<file path="src/rtl/jericalla_pkg.sv">
// Shared types and constants for the jericalla program sequencer.
// Instruction word layout, most significant field first: {op, dir1, dir2, dirW}.
package jericalla_pkg;

    localparam int AW_DEF  = 4;
    localparam int OPW_DEF = 4;

    localparam logic [3:0] OP_HALT = 4'hF;
    localparam logic [3:0] OP_BZ   = 4'hE;

    // Field positions in units of AW, counted from the LSB.
    localparam int FLD_DIRW = 0;
    localparam int FLD_DIR2 = 1;
    localparam int FLD_DIR1 = 2;
    localparam int FLD_OP   = 3;

    function automatic int fld_lsb(input int fld, input int aw);
        return fld * aw;
    endfunction

    typedef enum logic [2:0] {
        S_IDLE,
        S_FETCH,
        S_DECODE,
        S_EXEC,
        S_WRITE,
        S_HALT
    } state_e;

endpackage

</file>
<file path="src/rtl/jericalla_prog_mem.sv">
// Program store for the sequencer: synchronous write port, registered read port.
module jericalla_prog_mem #(
    parameter  int DEPTH = 16,
    parameter  int IW    = 16,
    localparam int PW    = $clog2(DEPTH)
) (
    input  logic          clk,
    input  logic          we_i,
    input  logic [PW-1:0] waddr_i,
    input  logic [IW-1:0] wdata_i,
    input  logic          re_i,
    input  logic [PW-1:0] raddr_i,
    output logic [IW-1:0] rdata_o
);

    logic [IW-1:0] mem_q [DEPTH];
    logic [IW-1:0] rdata_q;

    always_ff @(posedge clk) begin
        if (we_i) begin
            mem_q[waddr_i] <= wdata_i;
        end
        if (re_i) begin
            rdata_q <= mem_q[raddr_i];
        end
    end

    assign rdata_o = rdata_q;

endmodule

</file>
<file path="src/rtl/jericalla_sequencer.sv">
// Program sequencer driving the register-file/ALU/RAM datapath.
// Optional single-step input enabled by defining JERICALLA_SEQ_STEP_EN.
module jericalla_sequencer
    import jericalla_pkg::*;
#(
    parameter  int PROG_DEPTH = 16,
    parameter  int AW         = AW_DEF,
    parameter  int OPW        = OPW_DEF,
    parameter  int IW         = OPW + 3 * AW,
    localparam int PW         = $clog2(PROG_DEPTH)
) (
    input  logic           clk,
    input  logic           rst_n,
    input  logic           start,
    input  logic           prog_we,
    input  logic [PW-1:0]  prog_addr,
    input  logic [IW-1:0]  prog_data,
    input  logic           zf,
`ifdef JERICALLA_SEQ_STEP_EN
    input  logic           step,
`endif
    output logic [AW-1:0]  dir1,
    output logic [AW-1:0]  dir2,
    output logic [OPW-1:0] op,
    output logic [AW-1:0]  dirW,
    output logic           en,
    output logic           busy,
    output logic           done,
    output logic [PW-1:0]  pc
);

    localparam int OP_LSB   = fld_lsb(FLD_OP, AW);
    localparam int DIR1_LSB = fld_lsb(FLD_DIR1, AW);
    localparam int DIR2_LSB = fld_lsb(FLD_DIR2, AW);
    localparam int DIRW_LSB = fld_lsb(FLD_DIRW, AW);

    state_e         state_q, state_d;
    logic [PW-1:0]  pc_q, pc_d;
    logic [AW-1:0]  dir1_q, dir1_d, dir2_q, dir2_d, dirw_q, dirw_d;
    logic [OPW-1:0] op_q, op_d;
    logic           zf_q, zf_d;
    logic [IW-1:0]  ir;
    logic           fetch_go;
    logic           mem_we;

`ifdef JERICALLA_SEQ_STEP_EN
    assign fetch_go = step;
`else
    assign fetch_go = 1'b1;
`endif

    // Loading is locked out while a program runs so it cannot rewrite itself.
    assign mem_we = prog_we && (state_q == S_IDLE || state_q == S_HALT);

    jericalla_prog_mem #(
        .DEPTH (PROG_DEPTH),
        .IW    (IW)
    ) u_prog_mem (
        .clk     (clk),
        .we_i    (mem_we),
        .waddr_i (prog_addr),
        .wdata_i (prog_data),
        .re_i    (state_q == S_FETCH),
        .raddr_i (pc_q),
        .rdata_o (ir)
    );

    always_comb begin
        state_d = state_q;
        pc_d    = pc_q;
        zf_d    = zf_q;
        dir1_d  = dir1_q;
        dir2_d  = dir2_q;
        dirw_d  = dirw_q;
        op_d    = op_q;
        case (state_q)
            S_IDLE, S_HALT: begin
                if (start) begin
                    pc_d    = '0;
                    state_d = S_FETCH;
                end
            end
            S_FETCH: begin
                if (fetch_go) begin
                    state_d = S_DECODE;
                end
            end
            S_DECODE: begin
                if (ir[OP_LSB +: OPW] == OP_HALT) begin
                    state_d = S_HALT;
                end else if (ir[OP_LSB +: OPW] == OP_BZ) begin
                    pc_d    = zf_q ? PW'(ir[DIRW_LSB +: AW]) : pc_q + 1'b1;
                    state_d = S_FETCH;
                end else begin
                    op_d    = ir[OP_LSB +: OPW];
                    dir1_d  = ir[DIR1_LSB +: AW];
                    dir2_d  = ir[DIR2_LSB +: AW];
                    dirw_d  = ir[DIRW_LSB +: AW];
                    state_d = S_EXEC;
                end
            end
            S_EXEC: begin
                zf_d    = zf;
                state_d = S_WRITE;
            end
            S_WRITE: begin
                // The last program word ends the run instead of wrapping to 0.
                if (pc_q == PW'(PROG_DEPTH - 1)) begin
                    state_d = S_HALT;
                end else begin
                    pc_d    = pc_q + 1'b1;
                    state_d = S_FETCH;
                end
            end
            default: state_d = S_IDLE;
        endcase
    end

    always_ff @(posedge clk) begin
        if (!rst_n) begin
            state_q <= S_IDLE;
            pc_q    <= '0;
            zf_q    <= 1'b0;
            dir1_q  <= '0;
            dir2_q  <= '0;
            dirw_q  <= '0;
            op_q    <= '0;
        end else begin
            state_q <= state_d;
            pc_q    <= pc_d;
            zf_q    <= zf_d;
            dir1_q  <= dir1_d;
            dir2_q  <= dir2_d;
            dirw_q  <= dirw_d;
            op_q    <= op_d;
        end
    end

    assign dir1 = dir1_q;
    assign dir2 = dir2_q;
    assign op   = op_q;
    assign dirW = dirw_q;
    assign pc   = pc_q;
    assign en   = (state_q == S_WRITE);
    assign busy = (state_q == S_FETCH) || (state_q == S_DECODE) ||
                  (state_q == S_EXEC)  || (state_q == S_WRITE);
    assign done = (state_q == S_HALT);

endmodule

</file>
<file path="config.mk">
export PLATFORM = sky130hd
export DESIGN_NAME = jericalla_sequencer
export DESIGN_NICKNAME = d
export VERILOG_FILES = /design/src/rtl/jericalla_pkg.sv /design/src/rtl/jericalla_prog_mem.sv /design/src/rtl/jericalla_sequencer.sv
export SDC_FILE = /design/constraint.sdc
export NUM_CORES = 1
export LEC_CHECK = 0
export ABC_AREA = 1
export CORE_UTILIZATION = 55
export DETAILED_ROUTE_END_ITERATION = 6
export PLACE_DENSITY = 0.83
export RECOVER_POWER = 100
export SYNTH_ARGS = -nofsm -noshare
export SYNTH_HDL_FRONTEND = slang
export SYNTH_SLANG_ARGS = --single-unit
export TNS_END_PERCENT = 5
</file>
<file path="constraint.sdc">
create_clock -name clk -period 3.9 [get_ports clk]
set_clock_uncertainty 0.15 [all_clocks]
set_input_delay 0.585 -clock clk [delete_from_list [all_inputs] [get_ports clk]]
set_output_delay 0.585 -clock clk [all_outputs]
set_load 0.005 [all_outputs]
</file>
## Yosys cells after proc, flatten, opt, wreduce, memory -nomap -nowiden

Memories as Yosys holds them, arrays and structs flattened. A register that Yosys moved wholly into a read port is not among the register bits.
Cells that the tools add are included.

| storage, ports and cells | value |
|---|---|
| register bits | 24 |
| bits in writable memories | 256 |
| output and inout bits | 23 |
| memories kept | 1 |

Memories:

| name | depth | bits a word | rd ports | clocked after Yosys merged registers in | wr ports | line | source |
|---|---|---|---|---|---|---|---|
| u_prog_mem.mem_q | 16 | 16 | 1 | 1 | 1 | jericalla_prog_mem.sv:16 | `logic [IW-1:0] mem_q [DEPTH];` |

| cells by class | value |
|---|---|
| $add $sub $neg | 1 |
| equality and inequality tests | 12 |
| muxes and demuxes | 13 |
| bitwise gates (word level) | 2 |
| reductions and logical operators | 10 |

Operator list:

| kind | count |
|---|---|
| $mux W4 | 5 |
| $pmux W3 S5 | 1 |
| $eq A4 B4 Y1 const B | 3 |
| $pmux W4 S3 | 1 |
| $mux W3 | 3 |
| $ne A2 B2 Y1 const B | 4 |
| $eq A3 B2 Y1 const B | 2 |
| $eq A3 B3 Y1 const B | 2 |
| $reduce_and A5 Y1 | 1 |
| $add A4 B1 Y4 const B | 1 |
| $logic_or A1 B1 Y1 | 4 |
| $eq A3 B1 Y1 const B | 1 |
| $logic_not A3 Y1 | 1 |
| $reduce_and A3 Y1 | 1 |
| $reduce_bool A3 Y1 | 1 |
| $mux W1 | 2 |
| $mux W2 | 1 |
| $not A1 Y1 | 2 |
| $reduce_or A2 Y1 | 1 |
| $logic_and A1 B1 Y1 | 1 |

## Longest topological paths before layout

| logic depth | value |
|---|---|
| depth after elaboration | 5 |
| gate-level depth with buffers | 9 |

## Hierarchy

A second synthesis with hierarchy kept.

| unflattened totals | value |
|---|---|
| cells, all modules | 1240 |
| area, all modules | 12731.0 um2 |

By module, submodules not included:

| module | instances | cells each | area each (um2) | seq. area each (um2) |
|---|---|---|---|---|
| jericalla_prog_mem | 1 | 1074 | 11541.1 | 8167.8 |
| jericalla_sequencer | 1 | 166 | 1189.9 | 480.5 |

## Worst setup path before layout

Ideal clock, no wire load.

| timing | value |
|---|---|
| path type | reg2out |
| start point | reg state_q[1] |
| end point | out busy |
| data arrival time | 1.581 ns |
| path slack | 1.584 ns |
| stages on the path, launching flop included | 6 |
| cell sequence | dfxtp_1 -> inv_1 -> nand2_1 -> nor2_1 -> inv_1 -> nand4_1 |

| on the way | value |
|---|---|
| cells in the longest elaborated chain, start to end | 4 |
| elaborated cells on any way between the ends | 7 |
| classes of those cells | eq/ne (4); reduce/logical (3) |

Ends and longest elaborated chain:

| element | line | source |
|---|---|---|
| from (decl) | jericalla_sequencer.sv:37 | `state_e state_q, state_d;` |
| from (signal assigned) | jericalla_sequencer.sv:129 | `state_q <= state_d;` |
| $eq A3 B1 Y1 or $eq A3 B2 Y1 (tied branches) | jericalla_sequencer.sv:145 | `assign busy = (state_q == S_FETCH) \|\| (state_q == S_DECODE) \|\|` |
| $logic_or A1 B1 Y1 (2 in series) | jericalla_sequencer.sv:145 |  |
| $logic_or A1 B1 Y1 * | jericalla_sequencer.sv:146 | `(state_q == S_EXEC) \|\| (state_q == S_WRITE);` |
| to (decl) | jericalla_sequencer.sv:27 | `output logic busy,` |

Mark *: on every way between the ends. The rest lies on a longest branch, timed or not.

## Worst setup path in the final report

| timing | value |
|---|---|
| start point | reg pc_q[1] (netlist: pc[1]) |
| end point | out pc[1] |

RTL lines:

| element | line | source |
|---|---|---|
| from (decl) | jericalla_sequencer.sv:38 | `logic [PW-1:0] pc_q, pc_d;` |
| from (signal assigned) | jericalla_sequencer.sv:130 | `pc_q <= pc_d;` |
| to (decl) | jericalla_sequencer.sv:29 | `output logic [PW-1:0] pc` |

No word-level cell between the ends.

==> results.yml <==
critical_path:
  path_class: "flip-flop to output port"
  worst_ep_arrival_time_ns: 2.50
  cp_max_fo: 66
  slowest_stage: "dfxtp_2"
  cp_num_cells: 1
  worstReg2RegEnd: "u_prog_mem.mem_q[6][0]"
  r2r_cells: 4
  timing.rr.start: "state_q[2]"
  cp-start-kind: "flip-flop"
  rrSetupSlack_ns: 0.80
  path_buf_inv: 1
  critPathTopFamily: "flip-flops"
  cpPeakStageDelay_ns: 1.24
  end_kind: "output port"
  path_cells: "dlygate4sd3_1"
  required_ns: 3.16
sta:
  slew_viol_final: 17
  worst_pin_slew_ns: 1.54
  final.setup.worst_slack_ns: 0.662
  fmax_mhz: 309
  post-route-min-period_ns: 3.24
  holdWs_ns: 0.308
  finalSetupTns_ns: 0
  rsz0062_at_grt: "no"
  hold_violations: 0
  fin_crit_sh_pct: 83.0
  setup_viol: 0
  relSlewSlack_pct: -3.00
routing:
  num_vias: 7827
  routed_via_density: 5.78
  drt_pass1_iterations: 6
  wl_um: 26800
  wl_met3_um: 2140
  wl_per_cell_um: 19.8
  drc_errors: 0
  ant_nets: 0
  drt_iter0_drc: 1080
  met2_length_um: 13000
  met1_length_um: 10600
  top_layer: "met4"
min_path:
  holdPathEnd: "op[3]"
  hold_start: "op[3]"
  hold_depth: 2
  min_path_type: "flip-flop to flip-flop"
floorplanning:
  coreArea_um2: 21900
  dieArea_um2: 22900
  start_util_pct: 56.1
  fp.dieW_um: 151
  io_pins: 48
  die_h_um: 151
  rows: 54
final_layout:
  drive_gt1_share_pct: 6.80
  area.growth.synth_to_final_pct: 11.5
  antenna_cells: 0
  fin_area_um2: 13700
  nets: 1077
yosys:
  synth_top_cell_by_area: "edfxtp_1"
  synth_warnings: 0
  syn-cell-area_um2: 12300
  synth_top_area_share_pct: 66.5
  yosys-top-cells-area: "edfxtp_1 66%, inv_1 4.5%, nand3_1 4.5%, dfxtp_1 3.9%, o211ai_1 3.9%"
  synth.distinct_cells: 33
  synth_most_common_cell: "edfxtp_1"
  synth-async-reset-ratio_pct: 0
  postSynthCellCount: 1024
  synthTopCellsByCount: "272 x edfxtp_1, 148 x inv_1, 118 x nand2_1"
  synth_edf_count: 272
  syn-mean-instance-area_um2: 12.0
  synth-seq-area-share_pct: 70.4
  ys_ff_latch: 296
  synth_fp_nets: 1050
  synth_flop_cell: "edfxtp_1"
placement:
  dp_slack_ns: 0.903
  dp.final_hpwl_um: 16200
  io_buffers: 47
  post_dp_cell_area_um2: 12900
  gp_congestion: 0.848
outcome:
  violations: "max-capacitance violations, max-slew violations"
  status: "finished, violations left"
cts:
  cts_resized: 0
  htree_levels: 1
  cts-root-buf: "clkbuf_16"
  cts_setup_buffers: 0
  ctsHoldBuffers: 0
  cts_tree: "yes"
  cts.path.max_buffers: 3
  cts_made_buffers: 29
  clkLatencyLatePin_ns: 0.56
  clkTransAtPathRegs_ns: 0.06
  cts.sinks: 296
global_route:
  grt_max_degree: 149
  grt_pass1_wl_um: 40100
  gr-total-overflow: 0
  antenna_found_initial: 0
  grt_pass1_vias: 7156
  grt_usage_pct: 24.0
power_and_ir_drop:
  p_per_area_nw_per_um2: 543
  power_uw: 7440
  total_leakage_power_uw: 0.00488
  ir_drop_uv: 726
job:
  drv_cap: 1
==> sequential cells by signal, summed over array words and instances (netlist names) <==
| signal | flops |
|---|---|
| dir1 | 4 |
| dir2 | 4 |
| dirW | 4 |
| op | 4 |
| pc | 4 |
| state_q | 3 |
| u_prog_mem.mem_q | 256 |
| u_prog_mem.rdata_o | 16 |
| zf_q | 1 |
==> layer usage <==
metal / global-route usage [%] / vias up
met5: 0 / -
met4: 8.50 / 0
met3: 3.56 / 75
met2: 40.0 / 403
met1: 32.1 / 3705
li1: - / 3644
==> logic make-up after synthesis <==
family | Yosys count | share of synthesized area [%]
flip-flops | 296 | 70.4
XOR/XNOR | 2 | 0.143
AND/OR/NAND/NOR | 298 | 11.5
AO/OA/AOI/OAI | 219 | 10.8
buffers and inverters | 208 | 7.11
adder cells (fa/ha/maj) | 1 | 0.102
==> cells in the final DEF (no fill, tap or decap), drive strengths merged, types with 10 or more instances in the layout <==
cell type	Yosys	final
a21oi	86	86
clkbuf	14	43
clkdlybuf4s50	0	10
clkinv	2	10
dfxtp	24	24
dlygate4sd3	0	37
edfxtp	272	272
inv	149	150
nand2	129	129
nand3	121	121
nor2	42	42
o211ai	64	64
o21ai	68	68
==> stage by stage <==
stage          utilization [%]  cells
2_1_floorplan                -   1024
3_3_place_gp              59.1   1300
3_5_place_dp              59.1   1300
4_1_cts                   63.0   1353
5_1_grt                   62.6   1353
6_report                  62.6   1353
==> layout make-up <==
| cell class | instances | area [um^2] |
|---|---|---|
| Sequential cell | 296 | 8650 |
| Inverter | 151 | 567 |
| Multi-Input combinational cell | 520 | 2710 |
| Timing Repair Buffer | 53 | 551 |
| Clock inverter | 11 | 92.6 |
| Fill cell | 1660 | 8190 |
| Tap cell | 280 | 350 |
| Clock buffer | 42 | 774 |
==> worst max path at each step <==
stage,startpoint,end,slack (ns)
6_report,pc[1],pc[1],0.66
4_1_cts,state_q[0],busy,1.03
3_3_place_gp,prog_we,u_prog_mem.mem_q[7][1],0.93
5_1_grt,pc[1],pc[1],0.53
2_1_floorplan,state_q[1],busy,1.58
3_5_place_dp,prog_we,u_prog_mem.mem_q[7][1],0.90
==> power by group <==
group          switching [uW]  internal, uW  leakage [uW]
Combinational             785           375       0.00180
Clock                    1120          1450      0.000419
Sequential                119          3590       0.00265
No activity file was read; power rests on OpenSTA's default activity.
